## src/rtl/stopwatch_pkg.sv

```systemverilog
// Shared types, limits and seven-segment patterns for the stopwatch core.
// Digit pairs are BCD {tens, ones}; segment patterns are active-low {g,f,e,d,c,b,a}.
package stopwatch_pkg;

    typedef struct packed {
        logic [3:0] tens;
        logic [3:0] ones;
    } bcd2_t;

    // Wrap points expressed in BCD so they compare directly against the digit pairs
    localparam bcd2_t SEC_MAX = 8'h59;
    localparam bcd2_t MIN_MAX = 8'h99;

    localparam logic [6:0] SEG_0     = 7'b1000000;
    localparam logic [6:0] SEG_1     = 7'b1111001;
    localparam logic [6:0] SEG_2     = 7'b0100100;
    localparam logic [6:0] SEG_3     = 7'b0110000;
    localparam logic [6:0] SEG_4     = 7'b0011001;
    localparam logic [6:0] SEG_5     = 7'b0010010;
    localparam logic [6:0] SEG_6     = 7'b0000010;
    localparam logic [6:0] SEG_7     = 7'b1111000;
    localparam logic [6:0] SEG_8     = 7'b0000000;
    localparam logic [6:0] SEG_9     = 7'b0010000;
    localparam logic [6:0] SEG_BLANK = 7'h7F;

    function automatic bcd2_t bcd_inc(input bcd2_t v, input bcd2_t max_v);
        bcd2_t r;
        if (v == max_v) begin
            r = 8'h00;
        end else if (v.ones == 4'd9) begin
            r.tens = v.tens + 4'd1;
            r.ones = 4'd0;
        end else begin
            r.tens = v.tens;
            r.ones = v.ones + 4'd1;
        end
        return r;
    endfunction

endpackage

```

## src/rtl/stopwatch_core_bcd_to_seg7.sv

```systemverilog
// Combinational BCD digit to active-low seven-segment decoder.
// Non-decimal codes produce a blank digit.
module bcd_to_seg7
    import stopwatch_pkg::*;
(
    input  logic [3:0] bcd,
    output logic [6:0] seg_n
);

    // Pattern lookup for one digit
    always_comb begin
        seg_n = SEG_BLANK;
        case (bcd)
            4'd0:    seg_n = SEG_0;
            4'd1:    seg_n = SEG_1;
            4'd2:    seg_n = SEG_2;
            4'd3:    seg_n = SEG_3;
            4'd4:    seg_n = SEG_4;
            4'd5:    seg_n = SEG_5;
            4'd6:    seg_n = SEG_6;
            4'd7:    seg_n = SEG_7;
            4'd8:    seg_n = SEG_8;
            4'd9:    seg_n = SEG_9;
            default: seg_n = SEG_BLANK;
        endcase
    end

endmodule

```

## src/rtl/stopwatch_core.sv

```systemverilog
// MM:SS stopwatch with pause, per-field adjust and a four-digit multiplexed
// display; all tick inputs are single-cycle enables in the clk domain.
module stopwatch_core
    import stopwatch_pkg::*;
(
    input  logic       clk,
    input  logic       rst,
    input  logic       tick_cnt,
    input  logic       tick_adj,
    input  logic       tick_disp,
    input  logic       tick_blink,
    input  logic       pause_p,
    input  logic       adj,
    input  logic       sel,
    output logic [7:0] min_bcd,
    output logic [7:0] sec_bcd,
    output logic [7:0] seg,
    output logic [3:0] an
);

    bcd2_t      min_r;
    bcd2_t      sec_r;
    bcd2_t      min_nxt_s;
    bcd2_t      sec_nxt_s;
    logic       paused_r;
    logic       blink_r;
    logic [1:0] idx_r;
    logic       cnt_en_s;
    logic       adj_min_s;
    logic       adj_sec_s;
    logic       carry_s;
    logic [3:0] digit_s;
    logic [6:0] seg7_s;
    logic [3:0] blank_s;
    logic [7:0] seg_nxt_s;
    logic [3:0] an_nxt_s;
    logic [7:0] seg_r;
    logic [3:0] an_r;

    // Counter next-state; paused_r here is the pre-toggle value
    always_comb begin
        cnt_en_s  = tick_cnt & ~adj & ~paused_r;
        adj_min_s = tick_adj & adj & ~sel;
        adj_sec_s = tick_adj & adj & sel;
        carry_s   = cnt_en_s & (sec_r == SEC_MAX);
        sec_nxt_s = sec_r;
        min_nxt_s = min_r;
        if (cnt_en_s | adj_sec_s) begin
            sec_nxt_s = bcd_inc(sec_r, SEC_MAX);
        end else begin
            sec_nxt_s = sec_r;
        end
        if (carry_s | adj_min_s) begin
            min_nxt_s = bcd_inc(min_r, MIN_MAX);
        end else begin
            min_nxt_s = min_r;
        end
    end

    // Time, pause, scan index and blink state
    always_ff @(posedge clk or posedge rst) begin
        if (rst) begin
            min_r    <= 8'h00;
            sec_r    <= 8'h00;
            paused_r <= 1'b0;
            idx_r    <= 2'd0;
            blink_r  <= 1'b0;
        end else begin
            min_r    <= min_nxt_s;
            sec_r    <= sec_nxt_s;
            paused_r <= paused_r ^ pause_p;
            idx_r    <= idx_r + {1'b0, tick_disp};
            blink_r  <= blink_r ^ tick_blink;
        end
    end

    // Digit select for the current scan position
    always_comb begin
        digit_s = 4'd0;
        case (idx_r)
            2'd0:    digit_s = sec_r.ones;
            2'd1:    digit_s = sec_r.tens;
            2'd2:    digit_s = min_r.ones;
            2'd3:    digit_s = min_r.tens;
            default: digit_s = 4'd0;
        endcase
    end

    bcd_to_seg7 u_seg7 (
        .bcd   (digit_s),
        .seg_n (seg7_s)
    );

    // Digit enables with the field under adjustment blanked on the blink phase
    always_comb begin
        blank_s = 4'b0000;
        if (adj & blink_r) begin
            blank_s = sel ? 4'b0011 : 4'b1100;
        end else begin
            blank_s = 4'b0000;
        end
        an_nxt_s  = ~(4'b0001 << idx_r) | blank_s;
        seg_nxt_s = {(idx_r == 2'd2) ? 1'b0 : 1'b1, seg7_s};
    end

    // Display output registers
    always_ff @(posedge clk or posedge rst) begin
        if (rst) begin
            seg_r <= 8'hFF;
            an_r  <= 4'hF;
        end else begin
            seg_r <= seg_nxt_s;
            an_r  <= an_nxt_s;
        end
    end

    assign min_bcd = min_r;
    assign sec_bcd = sec_r;
    assign seg     = seg_r;
    assign an      = an_r;

endmodule

```

## config.mk

```make
export PLATFORM = sky130hd
export DESIGN_NAME = stopwatch_core
export DESIGN_NICKNAME = d
export VERILOG_FILES = /design/src/rtl/stopwatch_pkg.sv /design/src/rtl/stopwatch_core_bcd_to_seg7.sv /design/src/rtl/stopwatch_core.sv
export SDC_FILE = /design/constraint.sdc
export NUM_CORES = 1
export LEC_CHECK = 0
export BUFFER_PORTS_ARGS = -buffer_cell sky130_fd_sc_hd__clkbuf_2
export CORE_MARGIN = 1
export CORE_UTILIZATION = 28
export CTS_CLUSTER_SIZE = 30
export DETAILED_ROUTE_END_ITERATION = 12
export SLEW_MARGIN = 20
export SYNTH_ARGS = -nofsm -noshare
export SYNTH_HDL_FRONTEND = slang
export SYNTH_SLANG_ARGS = --single-unit
```

## constraint.sdc

```tcl
create_clock -name clk -period 2.3 [get_ports clk]
set_clock_uncertainty 0.05 [all_clocks]
set_input_delay 0.23 -clock clk [delete_from_list [all_inputs] [get_ports clk]]
set_output_delay 0.23 -clock clk [all_outputs]
set_load 0.03 [all_outputs]
```

==> impl_results.md, run 1 <==
- Post-DRT Antenna Nets: 0
- Commonest non-fill, non-tap cell in the layout: clkbuf_2
- Yosys warns: 0
- Setup crit end kind: flop
- Reg2reg path depth: 5
- Status: completed
- Netlist Area Pre-Place: 1730 sq um
- Min Tclk post-route: between 2 and 2.5 ns
- Post_cts resized: 0
- Final wirelength: between 3000 and 4000 um
- Mapped Nets: 180
- Root Buffer: clkbuf_8
- Hold Fails Final Rpt: 0
- Hold wc startpoint: tick_blink
- Period utilization: around 90%
- First-iteration detailed-routing DRC count: 43
- Num rows: 28
- Worst r2r dst: min_bcd[7]$_DFFE_PP0P_
- Placed cell count: ~270
- Cells on Worst Hold Path: 2
- Post-route setup slack: ~0.20 ns
- Vias in the first global route: ~1.2k
- TritonCTS buffer count: 5
- Fin cells: ~280
- Die area: 6480 sq um
- Largest area contributor in the synthesized netlist: dfrtp_1
- Fin nets: approximately 230
- Fmax achieved: around 480 MHz
- Antenna Cells: 0
- Worst Path Required: around 2.4 ns
- DP Worst Slack: about 0.23 ns
- First-pass DRT Iterations: 4
- Vias per cell: 4.55
- Synth Area per Inst: between 10 and 15 sq um
- Die Ht: between 80 and 90 um
- Die W: about 81 um
- RSZ-0062 raised after global routing: false
- RR Startpoint: sec_bcd[0]$_DFFE_PP0P_
- WS Path Type: reg2reg
- Setup TNS: 0 ns
- Fin area: 2120 sq um
- Via count: between 1k and 1.5k
- Worst reg2reg setup slack: 0.20 ns
- Area Growth Syn to Fin: 23.0%
- Relative slew margins: between 70% and 80%
- CTS tree: done
- Post-place instance area: 2020 sq um
- Register area share after synthesis: approximately 47%
- Initial antenna violation count: 0
- Clock slew at reported path FFs: around 0.070 ns
- Actual slew at the worst max-slew pin: about 0.4 ns
- WHS Endpoint: blink_r$_DFF_PP0_
- Worst path arrival time: around 2.2 ns
- Clk sinks: 32
- Yosys top cell area share: 29.0%
- PD cells: 1600 nW/um^2
- Most frequent cells in the layout: clkbuf_2, dfrtp_1, nor2_1, ha_1, dfstp_2
- Wire per inst: between 10 and 15 um
- Maximum fanout along the worst path: 7
- # IOs: 37
- H-Tree Level Count: 2
- Setup violators final: 0
- Max IR drop VDD: ~700 uV
- DP HPWL: ~2600 um
- Core area: about 5900 sq um
- Largest cells by area after synthesis: dfrtp_1, dfstp_2, ha_1, mux2_2, mux4_2
- Share of post-route cells with drive strength above 1: between 30% and 40%
- Hold WS: about 0.075 ns
- Initial core utilization: ~30%
- Type of the most critical hold path: in2reg
- MaxCap Viol Count: 0
- Count of final max-slew check failures: 0
- First-pass GRT wire length: slightly below 6000 um
- Clock buffer depth: 2
- Yosys reg bits: 32
- Syn Inst Count: 157
- Largest net degree at the start of global routing: 33
- Setup crit start kind: flop
- Distinct cell type count of the synthesized netlist: 35
- Gr ovfl total: 0
- Port buffer count: 36
- Total track usage: 12.2%
- Routability cong.: 0.780
- Drc violations: 0
- Pleak: 0.00102 uW
- Clock Latency Late Sink: 0.28 ns
## flip-flops by register name, indices dropped and copies added (netlist names)
| register | cells |
|---|---|
| paused_r | 1 |
| sec_bcd | 8 |
| blink_r | 1 |
| min_bcd | 8 |
| seg | 8 |
| idx_r | 2 |
| an | 4 |
## layer usage
metal / track usage, % / up-vias / part of all wire, %
li1: - / 640 / -
met1: 16.1 / 591 / 49
met2: 18.0 / 27 / 45
met3: 4.43 / 7 / 4.8
met4: 4.46 / 0 / 1.6
met5: 0 / - / 0
## cells in the mapped netlist
cell type and number:
a22o_1 1, buf_4 1, buf_2 2, nor2_1 19, o21ai_0 9, a31oi_1 2, nand4_1 1, nand3b_1 1
nand3_1 3, o31ai_1 3, xor2_1 3, o21bai_1 1, and4b_1 1, nor3b_2 1, or4_1 1, nand2_1 11
mux2_2 10, dfrtp_1 20, o211ai_1 1, nor3_1 2, and3_1 2, mux4_2 4, clkbuf_1 2, inv_1 9
nor2b_1 3, mux2i_1 1, o21a_1 1, a21o_1 1, ha_1 14, a221o_1 1, or4b_1 1, nand2b_1 5
dfstp_2 12, and3b_1 4, a21oi_1 4
## worst max-delay path by stage
| stage | startpoint | end | slack (ns) | cells past startpoint |
|---|---|---|---|---|
| finish | sec_bcd[0]$_DFFE_PP0P_ | min_bcd[7]$_DFFE_PP0P_ | 0.20 | 5 |
| global route | sec_bcd[0]$_DFFE_PP0P_ | min_bcd[7]$_DFFE_PP0P_ | 0.09 | 5 |
| CTS | sec_bcd[5]$_DFFE_PP0P_ | min_bcd[7]$_DFFE_PP0P_ | 0.21 | 6 |
| detailed placement | sec_bcd[0]$_DFFE_PP0P_ | min_bcd[7]$_DFFE_PP0P_ | 0.23 | 5 |
| global placement | sec_bcd[0]$_DFFE_PP0P_ | min_bcd[7]$_DFFE_PP0P_ | 0.28 | 5 |
| floorplan | sec_bcd[0]$_DFFE_PP0P_ | min_bcd[7]$_DFFE_PP0P_ | 0.23 | 6 |
## per-stage QoR
stage	utilization, %	total power, uW
2_1_floorplan	-	2460
3_3_place_gp	34.1	2940
3_5_place_dp	34.1	2960
4_1_cts	35.9	3430
5_1_grt	35.9	3700
6_report	35.9	3390
## cells by family after synthesis
| group | share of synthesized area (%) |
|---|---|
| AOI/OAI and AO/OA | 8.62 |
| xor gates and xnor gates | 1.52 |
| adders and majority gates | 10.1 |
| buffers and inverters | 3.41 |
| DFF | 47.2 |
| muxes | 12.3 |
| and+or+nand+nor | 16.7 |
## worst max-delay path, stage by stage, from the launching register on
cell	delay (ns)
dfrtp_1	0.45
ha_1	0.17
and3b_1	0.27
a31oi_1	0.19
or4_1	0.50
a221o_1	0.35
## what timing repair did
item / 4_1_cts / 5_1_grt
endpoints found under the hold margin: 20 / 0
hold buffers: 1 / 0
buffers inserted: 0 / 0
## report_power, final
group          leakage [uW]  switching (uW)  internal [uW]
registers          0.000374             233            893
logic              0.000597            1110            708
clock network     0.0000510             207            238
## cell type report
class                      instances  area, sq um
inverter                           9         33.8
fill                             580         3800
multi-input combinational        111          852
sequential                        32          816
timing repair buffer              43          235
clock inverter                     2         10.0
clock buffer                       6         82.6
tap                               75         93.8
(Power assumes the default switching activity.)
==> run 2, diff against run 1 <==
--- a/config.mk
+++ b/config.mk
@@ -13,4 +13,5 @@
 export SLEW_MARGIN = 20
 export SYNTH_ARGS = -nofsm -noshare
 export SYNTH_HDL_FRONTEND = slang
+export SYNTH_HIERARCHICAL = 1
 export SYNTH_SLANG_ARGS = --single-unit
==> constraint.sdc (replaced) <==
create_clock -name clk -period 1.95 [get_ports clk]
set_clock_uncertainty 0.05 [all_clocks]
set_input_delay 0.195 -clock clk [delete_from_list [all_inputs] [get_ports clk]]
set_output_delay 0.195 -clock clk [all_outputs]
set_load 0.03 [all_outputs]
==> impl_results.md, run 2 <==
- Fmax achieved: 551 MHz (+16%)
- Relative slew margins: 73.0% (+0.33 points)
- First-pass DRT Iterations: 4 (unchanged)
- Min Tclk post-route: 1.82 ns (-0.285 ns)
- Actual slew at the worst max-slew pin: 0.405 ns (-0.00491 ns)
- Comb pwr share: 54.0% (+0.4 points)
- Initial antenna violation count: 0 (unchanged)
- Max IR drop VDD: 701 uV (-0.44%)
- Routing usage on met3: 3.67% (-0.77 points)
- Largest net degree at the start of global routing: 33 (unchanged)
- Flop pwr share: 31.0% (-2.2 points)
- Root Buffer: clkbuf_8
- Via count: 1337 (+5.7%)
- Clock slew at reported path FFs: 0.07 ns (about the same)
- Setup TNS: 0 ns (unchanged)
- Clock buffer depth: 2 (unchanged)
- Post-DRT Antenna Nets: 0 (unchanged)
- Num rows: 28 (unchanged)
- Die Ht: 81.7 um (+1.4%)
- PD cells: 1870 nW/um^2 (+17%)
- Maximum fanout along the worst path: 7 (unchanged)
- Clock Latency Late Sink: 0.28 ns (about the same)
- Share of post-route cells with drive strength above 1: 41.6% (+3.7 points)
- Commonest non-fill, non-tap cell in the layout: clkbuf_2
- Area Growth Syn to Fin: 24.9%
- Gr ovfl total: 0 (unchanged)
- Largest cells by area after synthesis: dfrtp_1, dfstp_2, ha_1, mux4_2, nor2_1
- H-Tree Level Count: 2 (unchanged)
- Status: completed
- Hold Fails Final Rpt: 0 (unchanged)
- First-pass GRT wire length: 6300 um (+7.2%)
- Most instantiated cells after synthesis: dfrtp_1, nor2_1, ha_1
- Hold wc startpoint: tick_blink
- Largest area contributor in the synthesized netlist: dfrtp_1
- Synth Area per Inst: 11.3 sq um (+2.9%)
- Drc violations: 0 (unchanged)
- Most frequent cells in the layout: clkbuf_2, dfrtp_1, nor2_1, ha_1, buf_4
- Global Route met2 Usage: 19.7% (+1.7 points)
- Type of the most critical hold path: in2reg
- Routability cong.: 0.736 (-5.6%)
- Wire per inst: 13.0 um (+3.8%)
- Fin cells: 284 (+2.2%)
- Syn Inst Count: 157 (unchanged)
- Yosys reg bits: 32 (unchanged)
- Met1 usage: 16.3% (+0.16 points)
- Core area: 6030 sq um (+1.8%)
- Clock power frac: 15.0% (+1.9 points)
- Setup violators final: 0 (unchanged)
- Yosys top cell area share: 28.2% (-0.82 points)
- WS Path Type: reg2reg
- Reg2reg path depth: 6 (+1)
- Netlist Area Pre-Place: 1780 sq um (+2.9%)
- Port buffer count: 36 (unchanged)
- Worst r2r dst: min_bcd[5]$_DFFE_PP0P_
- Fin nets: 231 (+2.7%)
- Die area: 6670 sq um (+2.8%)
- Antenna Cells: 0 (unchanged)
- Post-synth top flop: dfrtp_1
- Clk sinks: 32 (unchanged)
- TritonCTS buffer count: 5 (unchanged)
- Fin util: 36.8% (+0.97 points)
- Setup crit end kind: flop
- RR Startpoint: sec_bcd[5]$_DFFE_PP0P_
- Final wirelength: 3680 um (+6.0%)
- Vias per cell: 4.71 (+3.5%)
- Ys async rst share: 100% (unchanged)
- Placed cell count: 274 (+1.9%)
- Setup crit start kind: flop
- CTS tree: done
- Total track usage: 12.6% (+0.38 points)
- # IOs: 37 (unchanged)
- Worst reg2reg setup slack: 0.13 ns (-0.07 ns)
- Sw frac: 44.3% (-1.3 points)
- Count leader, synth: dfrtp_1
- DP HPWL: 2690 um (+2.6%)
- WHS Endpoint: blink_r$_DFF_PP0_
- Period utilization: 93.1% (+1.8 points)
- Pint: 2310 uW (+25%)
- Post-synth EDFFs: 0 (unchanged)
- Vias in the first global route: 1298 (+6.8%)
- Distinct cell type count of the synthesized netlist: 44 (+26%)
- Hold WS: 0.0405 ns (-0.0342 ns)
- Worst Path Required: 2.11 ns (-0.31 ns)
- Die W: 81.7 um (+1.4%)
- Gr busiest metal: met2
- First-iteration detailed-routing DRC count: 42 (-2.3%)
- RSZ-0062 raised after global routing: false
- MaxCap Viol Count: 0 (unchanged)
- Psw: 1840 uW (+19%)
- Mapped Nets: 180 (unchanged)
- Yosys warns: 6 (+6)
- Count of final max-slew check failures: 0 (unchanged)
- Worst path arrival time: 1.97 ns (-0.24 ns)
- Overall power: 4140 uW (+22%)
- Initial core utilization: 29.5% (+0.32 points)
- Register area share after synthesis: 45.9% (-1.3 points)
- Pleak: 0.00103 uW (+0.88%)
- Cells on Worst Hold Path: 2 (unchanged)
-- run 2: cells by family after synthesis --
group	Yosys count	synth area share (%)
AO/OA/AOI/OAI	31	11.8
XOR/XNOR	3	1.48
adder cells (fa/ha/maj)	14	9.86
buffers and inverters	14	4.30
flip-flops	32	45.9
multiplexers	11	10.1
AND/OR/NAND/NOR	52	16.6
-- run 2: per-layer routing --
| metal | part of all wire [%] | up-vias |
|---|---|---|
| met5 | 0 | - |
| met4 | 1.5 | 0 |
| met3 | 5.2 | 6 |
| met2 | 45 | 35 |
| met1 | 48 | 645 |
| li1 | - | 651 |
-- run 2: through the flow --
step,area [sq um],setup WS [ns]
floorplan,1780,0.0123
global placement,2100,0.0955
detailed placement,2100,0.0851
CTS,2210,0.0545
global route,2220,0.0119
finish,2220,0.135
-- run 2: area by class of cell --
class | count | area [sq um]
Inverter | 8 | 30.0
Tap cell | 75 | 93.8
Multi-Input combinational cell | 111 | 882
Clock inverter | 2 | 35.0
Timing Repair Buffer | 50 | 288
Clock buffer | 6 | 72.6
Sequential cell | 32 | 818
Fill cell | 622 | 3810
-- run 2: worst max path at each step --
stage                           start                endpoint  slack [ns]  cells after the start
2_1_floorplan  sec_bcd[0]$_DFFE_PP0P_  min_bcd[6]$_DFFE_PP0P_        0.01                      7
3_3_place_gp   sec_bcd[5]$_DFFE_PP0P_  min_bcd[2]$_DFFE_PP0P_         0.1                      6
3_5_place_dp   sec_bcd[5]$_DFFE_PP0P_  min_bcd[6]$_DFFE_PP0P_        0.09                      6
4_1_cts        sec_bcd[5]$_DFFE_PP0P_  min_bcd[5]$_DFFE_PP0P_        0.05                      6
5_1_grt        sec_bcd[1]$_DFFE_PP0P_  min_bcd[5]$_DFFE_PP0P_        0.01                      6
6_report       sec_bcd[5]$_DFFE_PP0P_  min_bcd[5]$_DFFE_PP0P_        0.13                      6
-- run 2: worst max-delay path, cell delays in order (launching register included) --
cell,delay [ns]
dfrtp_2,0.45
inv_1,0.08
ha_1,0.16
and3b_2,0.26
a31oi_4,0.15
or4_1,0.50
o21ai_1,0.09
-- run 2: timing repair --
action / CTS / global route
endpoints found under the setup margin: 0 / 4
setup buffers: 0 / 1
hold endpoints to repair: 20 / 0
gates resized for setup: 0 / 3
hold buffers: 1 / 0
-- run 2: power groups by stage --
stage / sequential [uW] / clock (uW) / combinational, uW
final: 1280 / 621 / 2240
after global routing: 1330 / 677 / 2520
after CTS: 1290 / 646 / 2260
after detailed placement: 1300 / 0 / 2230
after global placement: 1300 / 0 / 2200
after floorplan: 1800 / 0 / 1130
